`config.mk`:
```
export PLATFORM = sky130hd
export DESIGN_NAME = digit_incr_counter
export DESIGN_NICKNAME = d
export VERILOG_FILES = /design/src/rtl/digit_cnt_pkg.sv /design/src/rtl/digit_incr2.sv /design/src/rtl/digit_incr_counter.sv
export SDC_FILE = /design/constraint.sdc
export NUM_CORES = 1
export LEC_CHECK = 0
export CORE_AREA = 3 3 40 42
export DETAILED_ROUTE_END_ITERATION = 16
export DIE_AREA = 0 0 43 45
export GPL_ROUTABILITY_DRIVEN = 0
export HOLD_SLACK_MARGIN = 0.06
export PLACE_DENSITY = 0.69
export SYNTH_ARGS = -nofsm -noshare
export SYNTH_HDL_FRONTEND = slang
export SYNTH_SLANG_ARGS = --single-unit
```
`constraint.sdc`:
```
create_clock -name clk -period 3.3 [get_ports clk]
set_input_delay 0.66 -clock clk [delete_from_list [all_inputs] [get_ports clk]]
set_output_delay 0.66 -clock clk [all_outputs]
set_load 0.1 [all_outputs]
```
`src/rtl/digit_cnt_pkg.sv`:
```
// Shared types and helpers for the multi-digit increment counter.
// Optional feature macro used by the counter top: CNT_SNAPSHOT_EN.
package digit_cnt_pkg;

    localparam int unsigned DIGIT_W = 2;

    typedef enum logic [1:0] {
        IDLE = 2'd0,
        RUN  = 2'd1,
        HALT = 2'd2
    } cnt_state_e;

    // A digit passes the carry on only when it is at its maximum value.
    function automatic logic digit_all_ones(input logic [DIGIT_W-1:0] d);
        return &d;
    endfunction

endpackage

```
`src/rtl/digit_incr2.sv`:
```
// Combinational 2-bit increment cell: adds en_i to the digit and
// raises cout_o when an enabled increment rolls the digit over.
module digit_incr2
    import digit_cnt_pkg::*;
(
    input  logic [DIGIT_W-1:0] d_i,
    input  logic               en_i,
    output logic [DIGIT_W-1:0] sum_o,
    output logic               cout_o
);

    // Increment the digit when enabled; carry out on an all-ones digit.
    always_comb begin
        sum_o  = d_i + {{(DIGIT_W-1){1'b0}}, en_i};
        cout_o = en_i & digit_all_ones(d_i);
    end

endmodule

```
`src/rtl/digit_incr_counter.sv`:
```
// Registered multi-digit counter built from digit_incr2 cells, with a
// valid/ready increment port, parallel load, overflow flags and a
// run/halt state machine.
// Optional: define CNT_SNAPSHOT_EN to add snap_req/snap_count.
module digit_incr_counter
    import digit_cnt_pkg::*;
#(
    parameter int unsigned NUM_DIGITS = 2,
    parameter bit          WRAP       = 1'b1,
    localparam int unsigned CW        = DIGIT_W * NUM_DIGITS
) (
    input  logic          clk,
    input  logic          rst,
    input  logic          start,
    input  logic          stop,
    input  logic          clr,
    input  logic          inc_valid,
    output logic          inc_ready,
    input  logic          load_valid,
    input  logic [CW-1:0] load_data,
    output logic [CW-1:0] count,
    output logic          ovf_pulse,
    output logic          ovf_sticky,
    output logic [1:0]    state_o
`ifdef CNT_SNAPSHOT_EN
    ,
    input  logic          snap_req,
    output logic [CW-1:0] snap_count
`endif
);

    cnt_state_e          state_q, state_d;
    logic [CW-1:0]       count_q, count_d;
    logic                sticky_q, sticky_d;
    logic                pulse_q, pulse_d;
    logic [CW-1:0]       sum;
    logic [NUM_DIGITS:0] carry;
    logic                xfer;
    logic                ovf;

    assign inc_ready  = (state_q == RUN) & ~load_valid & ~clr;
    assign xfer       = inc_valid & inc_ready;
    assign carry[0]   = xfer;
    assign ovf        = carry[NUM_DIGITS];
    assign count      = count_q;
    assign ovf_pulse  = pulse_q;
    assign ovf_sticky = sticky_q;
    assign state_o    = state_q;

    // Each cell is enabled by the carry of the digits below it, so digit k
    // only moves when digits 0..k-1 are all ones.
    for (genvar g = 0; g < NUM_DIGITS; g++) begin : g_digit
        digit_incr2 u_cell (
            .d_i    (count_q[g*DIGIT_W +: DIGIT_W]),
            .en_i   (carry[g]),
            .sum_o  (sum[g*DIGIT_W +: DIGIT_W]),
            .cout_o (carry[g+1])
        );
    end

    // Next-state: clr > load > increment for the datapath, then the FSM
    // with stop overriding every other transition.
    always_comb begin
        count_d  = count_q;
        sticky_d = sticky_q;
        pulse_d  = 1'b0;
        state_d  = state_q;

        if (clr) begin
            count_d  = '0;
            sticky_d = 1'b0;
            if (state_q == HALT) state_d = RUN;
        end else if (load_valid) begin
            count_d = load_data;
            if (state_q == HALT) state_d = RUN;
        end else if (ovf) begin
            pulse_d  = 1'b1;
            sticky_d = 1'b1;
            if (WRAP) begin
                count_d = sum;
            end else begin
                count_d = count_q;
                state_d = HALT;
            end
        end else if (xfer) begin
            count_d = sum;
        end

        case (state_q)
            IDLE:    if (start && !stop) state_d = RUN;
            default: if (stop) state_d = IDLE;
        endcase
    end

    // State and datapath registers.
    always_ff @(posedge clk or posedge rst) begin
        if (rst) begin
            state_q  <= IDLE;
            count_q  <= '0;
            sticky_q <= 1'b0;
            pulse_q  <= 1'b0;
        end else begin
            state_q  <= state_d;
            count_q  <= count_d;
            sticky_q <= sticky_d;
            pulse_q  <= pulse_d;
        end
    end

`ifdef CNT_SNAPSHOT_EN
    logic [CW-1:0] snap_q;

    assign snap_count = snap_q;

    // Capture the pre-update count, independent of load/clr/increment.
    always_ff @(posedge clk or posedge rst) begin
        if (rst) begin
            snap_q <= '0;
        end else if (snap_req) begin
            snap_q <= count_q;
        end
    end
`endif

endmodule
```
# After elaboration in Yosys (flattened, before gate mapping)
# Cells that the tools add are included.
[totals] register_bits=8 in_bits=11 wordCells=40 out_inout_bits=9
[op_classes] n_eq_ne=3 n_reduce_logical=8 n_bitwise=7 addsub=2 muxes=16
[op_table] cell="two-way mux 4 bit" count=4
[op_table] cell="two-way mux 2 bit" count=6
[op_table] cell="two-way mux 1 bit" count=6
[op_table] cell="AND reduction 2 bit" count=3
[op_table] cell="AND 1 bit" count=5
[op_table] cell="adder 2 x 1 -> 2 bit" count=2
[op_table] cell="nonzero test 4 bit" count=1
[op_table] cell="equality test 2 x 1 -> 1 bit, second input constant" count=1
[op_table] cell="equality test 2 bit, second input constant" count=1
[op_table] cell="zero test 2 bit" count=1
[op_table] cell="!= test 2 bit, second input constant" count=1
[op_table] cell="NOT 1 bit" count=2
[op_table] cell="nonzero test 2 bit" count=1
[op_table] cell="logical AND 1 bit" count=1
[op_table] cell="zero test 1 bit" count=1

# Longest topological paths before layout
[logic_depth] ltp_word=10 ltp_mapped=6

# Modules after synthesis
# From an unflattened synthesis, not the netlist that was laid out.
[hier_totals] hier_cells=42 area_unflattened_um2=445.4
[modules_own_cells] module="digit_incr_counter" area_per_inst_um2=390.4 instances=1 cells_each=36
[modules_own_cells] module="digit_incr2" area_per_inst_um2=27.5 instances=2 cells_each=3

# Least setup slack after synthesis
# Ideal clock, no wire load.
[synth_timing] path_type="register to register" start="register state_q[0], in the netlist state_o[0]" end="register count_q[3], in the netlist count[3]" stages_incl_launch_ff=7 path_buffers=0 arrival_time_ns=3.183 t_required_ns=3.188 slack_ns=0.005 cell_sequence="dfrtp_1 > nor4b_4 > nand4_1 > inv_1 > ha_1 > a311oi_1 > a2111oi_2"
[synth_between] elab_chain_len=10 word_cells_on_any_way=12 cone_classes="1 x add/sub; 1 x eq/ne; 4 x mux; 5 x bitwise; 1 x reduce/logical"
[synth_lines] item="start, declared" line_no="digit_incr_counter.sv:32" rtl="cnt_state_e state_q, state_d;"
[synth_lines] item="start signal, assigned" line_no="digit_incr_counter.sv:103" rtl="state_q <= state_d;"
[synth_lines] item="equality test 2 x 1 -> 1 bit (*)" line_no="digit_incr_counter.sv:41" rtl="assign inc_ready = (state_q == RUN) & ~load_valid & ~clr;"
[synth_lines] item="AND 1 bit (*) (2 in a row)" line_no="digit_incr_counter.sv:41"
[synth_lines] item="named net inc_ready" line_no="digit_incr_counter.sv:18" rtl="output logic inc_ready,"
[synth_lines] item="AND 1 bit (*)" line_no="digit_incr_counter.sv:42" rtl="assign xfer = inc_valid & inc_ready;"
[synth_lines] item="AND 1 bit" line_no="digit_incr2.sv:15" rtl="cout_o = en_i & digit_all_ones(d_i);"
[synth_lines] item="adder 2 x 1 -> 2 bit" line_no="digit_incr2.sv:14" rtl="sum_o = d_i + {{(DIGIT_W-1){1'b0}}, en_i};"
[synth_lines] item="two-way mux 4 bit" line_no="digit_incr_counter.sv:85" rtl="end else if (xfer) begin"
[synth_lines] item="two-way mux 4 bit" line_no="digit_incr_counter.sv:76" rtl="end else if (ovf) begin"
[synth_lines] item="two-way mux 4 bit" line_no="digit_incr_counter.sv:73" rtl="end else if (load_valid) begin"
[synth_lines] item="two-way mux 4 bit" line_no="digit_incr_counter.sv:69" rtl="if (clr) begin"
[synth_lines] item="end signal, assigned" line_no="digit_incr_counter.sv:104" rtl="count_q <= count_d;"
[synth_lines] item="end, declared" line_no="digit_incr_counter.sv:33" rtl="logic [CW-1:0] count_q, count_d;"
# Mark *: on every way through the listed nets, which the timed path passes. The rest lies on a longest branch. The select of a mux whose other input is x is not followed.
# A chain may end at the register's enable or synchronous reset.

# Worst setup path after layout
[layout_timing] start="input port clr" end="output port inc_ready"
[layout_between] elab_chain_len=2
[layout_lines] item="start, declared" line_no="digit_incr_counter.sv:16" rtl="input logic clr,"
[layout_lines] item="NOT 1 bit" line_no="digit_incr_counter.sv:41"
[layout_lines] item="AND 1 bit" line_no="digit_incr_counter.sv:41"
[layout_lines] item="end, declared" line_no="digit_incr_counter.sv:18"
# No other way between the ends.

==> flow_summary.yaml <==
yosys:
  synthArstFlopShare_pct: 100
  syn_inst: 44
  synth.distinct_cells: 18
  netlist_area_sq_um: 472
  synth_area_leaders: "dfrtp_1 42%, a2111oi_2 6.4%, a211oi_1 6.4%, inv_1 5.6%, ha_1 5.3%"
  ys_top_cells_by_count: "8 x dfrtp_1, 7 x inv_1, 6 x nor2_1"
  yosysTopAreaCell: "dfrtp_1"
  synthFlopType: "dfrtp_1"
  synth.most_common_cell: "dfrtp_1"
  synthesis.nets: 57
  synth-edff-count: 0
  yosysSeqAreaShare_pct: 42.4
  ys_seq_elements: 8
  syn_avg_cell_area_sq_um: 10.7
  ys_warn_count: 0
  synth_top_area_share_pct: 42.4
cts:
  cts-htree-levels: 1
  clock_sinks: 8
  cts_tree: "yes"
  post_cts_buffers: 0
  clkLatencyLatePin_ns: 0.25
  cts_resized: 0
  clockBufferDepth: 2
  cts-root-buf: "clkbuf_4"
  cts_hold_buf: 0
  cts-buffers-inserted: 3
  clkTransAtPathRegs_ns: 0.05
detailed_routing:
  viasPerCell: 5.15
  drt-pass1-iter-count: 4
  wl_mm: 1.05
  routed-via-count: 417
  drcViolationCount: 0
  drt_iter0_markers: 8
  routedWlPerCell_microns: 13.0
  final_antenna_net_count: 0
global_route:
  grt_overflow: 0
  grt_pass1_vias: 429
  antenna_found_initial: 0
  grt_max_degree: 12
  grt_first_pass_wirelength_mm: 1.82
  grt_util_all_layers_pct: 12.9
pwr:
  ir_worst_vdd_v: 0.000177
  switching_share_pct: 34.3
  pwr-share-clk_pct: 28.3
  power.switching_mw: 0.0896
  power_density_nw_per_um2: 379
  finalPower_mw: 0.261
  seq_power_share_pct: 41.0
  p_leak_nw: 0.323
  p_int_mw: 0.171
  comb_power_share_pct: 30.7
setup_path:
  required_ns: 2.64
  critPathCaptureType: "primary output"
  path_max_fanout: 9
  worst_ep_arrival_time_ns: 2.10
  start_kind: "input port"
  worstSetupPathType: "input port to primary output"
sta:
  finalSetupTns_ns: 0
  hold_viol_final: 0
  worst_pin_slew_ns: 0.556
  setup_viol: 0
  rsz0062_at_grt: "no"
  fin_crit_ns: 2.76
  fin_skew_ns: 0.000338
  fmax_mhz: 363
  slew_violations: 0
  holdWs_ns: 0.533
  slew_headroom_pct: 62.8
  fin_crit_sh_pct: 83.6
job:
  drv_cap: 0
die:
  start_util_pct: 36.7
  die_area_sq_um: 1940
  die_y_microns: 45
  pin_count: 20
  die_w_microns: 43
  rows: 13
  core_sq_um: 1280
hold_path:
  worstHoldPathType: "flop to flop"
finish:
  nets: 81
  nFillCells: 121
  antenna_cells: 0
  area_delta_synth_final_pct: 46.2
  drive_gt1_share_pct: 33.3
outcome:
  status: "finished, final reports clean"
placed_design:
  dpl.hpwl_microns: 817
  port_buffers: 19
==> sequential cells by signal, indices dropped and copies added (netlist names) <==
register	count
count	4
ovf_pulse	1
ovf_sticky	1
state_o	2
==> metrics by stage <==
| step | instances | area, sq um | utilization, % | setup slack, ns |
|---|---|---|---|---|
| final | 81 | 689 | 53.7 | 0.543 |
| after global routing | 81 | 689 | 53.7 | 0.462 |
| after CTS | 81 | 689 | 53.7 | 0.520 |
| after global placement | 78 | 667 | 51.9 | 0.492 |
| after detailed placement | 78 | 667 | 51.9 | 0.469 |
| after floorplan | 44 | 472 | - | 0.00504 |
==> worst max-delay path, cell delays in order <==
cell             delay [ns]
clkdlybuf4s50_1        0.58
nor4b_4                0.60
buf_12                 0.25
==> kinds of logic (layout without fill, tap and decap cells) <==
family          Yosys count  count (layout)  share of synthesized area [%]
compound gates           13              13                           24.7
simple gates             13              13                           19.6
flops                     8               8                           42.4
buf+inv                   8              30                           7.96
fa+ha+maj                 2               2                           5.30
==> routing by layer <==
metal / vias to the layer above / track usage [%] / share of wire (%)
met5: - / 0 / 0
met4: 0 / 5.42 / 0
met3: 0 / 6.37 / 8.3
met2: 19 / 20.1 / 46
met1: 189 / 15.1 / 45
li1: 209 / - / -
==> power by group through the flow <==
| stage | logic, mW | registers (mW) | clock network [mW] |
|---|---|---|---|
| 3_5_place_dp | 0.0803 | 0.109 | 0 |
| 4_1_cts | 0.0807 | 0.107 | 0.0772 |
| 3_3_place_gp | 0.0799 | 0.109 | 0 |
| 6_report | 0.0801 | 0.107 | 0.0739 |
| 2_1_floorplan | 0.0222 | 0.139 | 0 |
| 5_1_grt | 0.0845 | 0.108 | 0.0828 |
==> final timing paths <==
kind / end / cells after the start / startpoint / slack [ns]
worst max-delay path: inc_ready / 3 / clr / 0.54
worst min-delay path: ovf_sticky / 2 / ovf_sticky / 0.53
worst max register to register: count[3] / 6 / state_o[1] / 1.38
worst min register to register: ovf_sticky / 2 / ovf_sticky / 0.53
max in group asynchronous: ovf_sticky / 2 / rst / 2.42
min in group asynchronous: state_o[0] / 2 / rst / 0.65
==> placed cells by master, fill, tap and decap left out <==
cell type | netlist | routed
dfrtp_1 | 8 | 8
a21o_2 | 2 | 2
and2_2 | 1 | 1
o22ai_1 | 1 | 1
a211oi_1 | 4 | 4
a2111oi_2 | 2 | 2
nand4_1 | 1 | 1
inv_1 | 7 | 7
a21oi_1 | 1 | 1
nor3b_1 | 1 | 1
buf_4 | 0 | 9
nor4b_4 | 1 | 1
and4_2 | 2 | 2
o21ba_2 | 1 | 1
a311oi_1 | 2 | 2
nand3_1 | 1 | 1
buf_12 | 0 | 1
clkdlybuf4s50_1 | 0 | 10
nor2_1 | 6 | 6
ha_1 | 2 | 2
clkbuf_4 | 0 | 3
==> area by class of cell <==
type	instances	area [sq um]	area share [%]
Clock buffer	3	22.5	3.27
Timing Repair Buffer	20	188	27.2
Multi-Input combinational cell	28	234	33.9
Sequential cell	8	200	29.0
Inverter	7	26.3	3.81
Tap cell	15	18.8	2.72
Note: power is estimated with default switching activity, not from simulation.
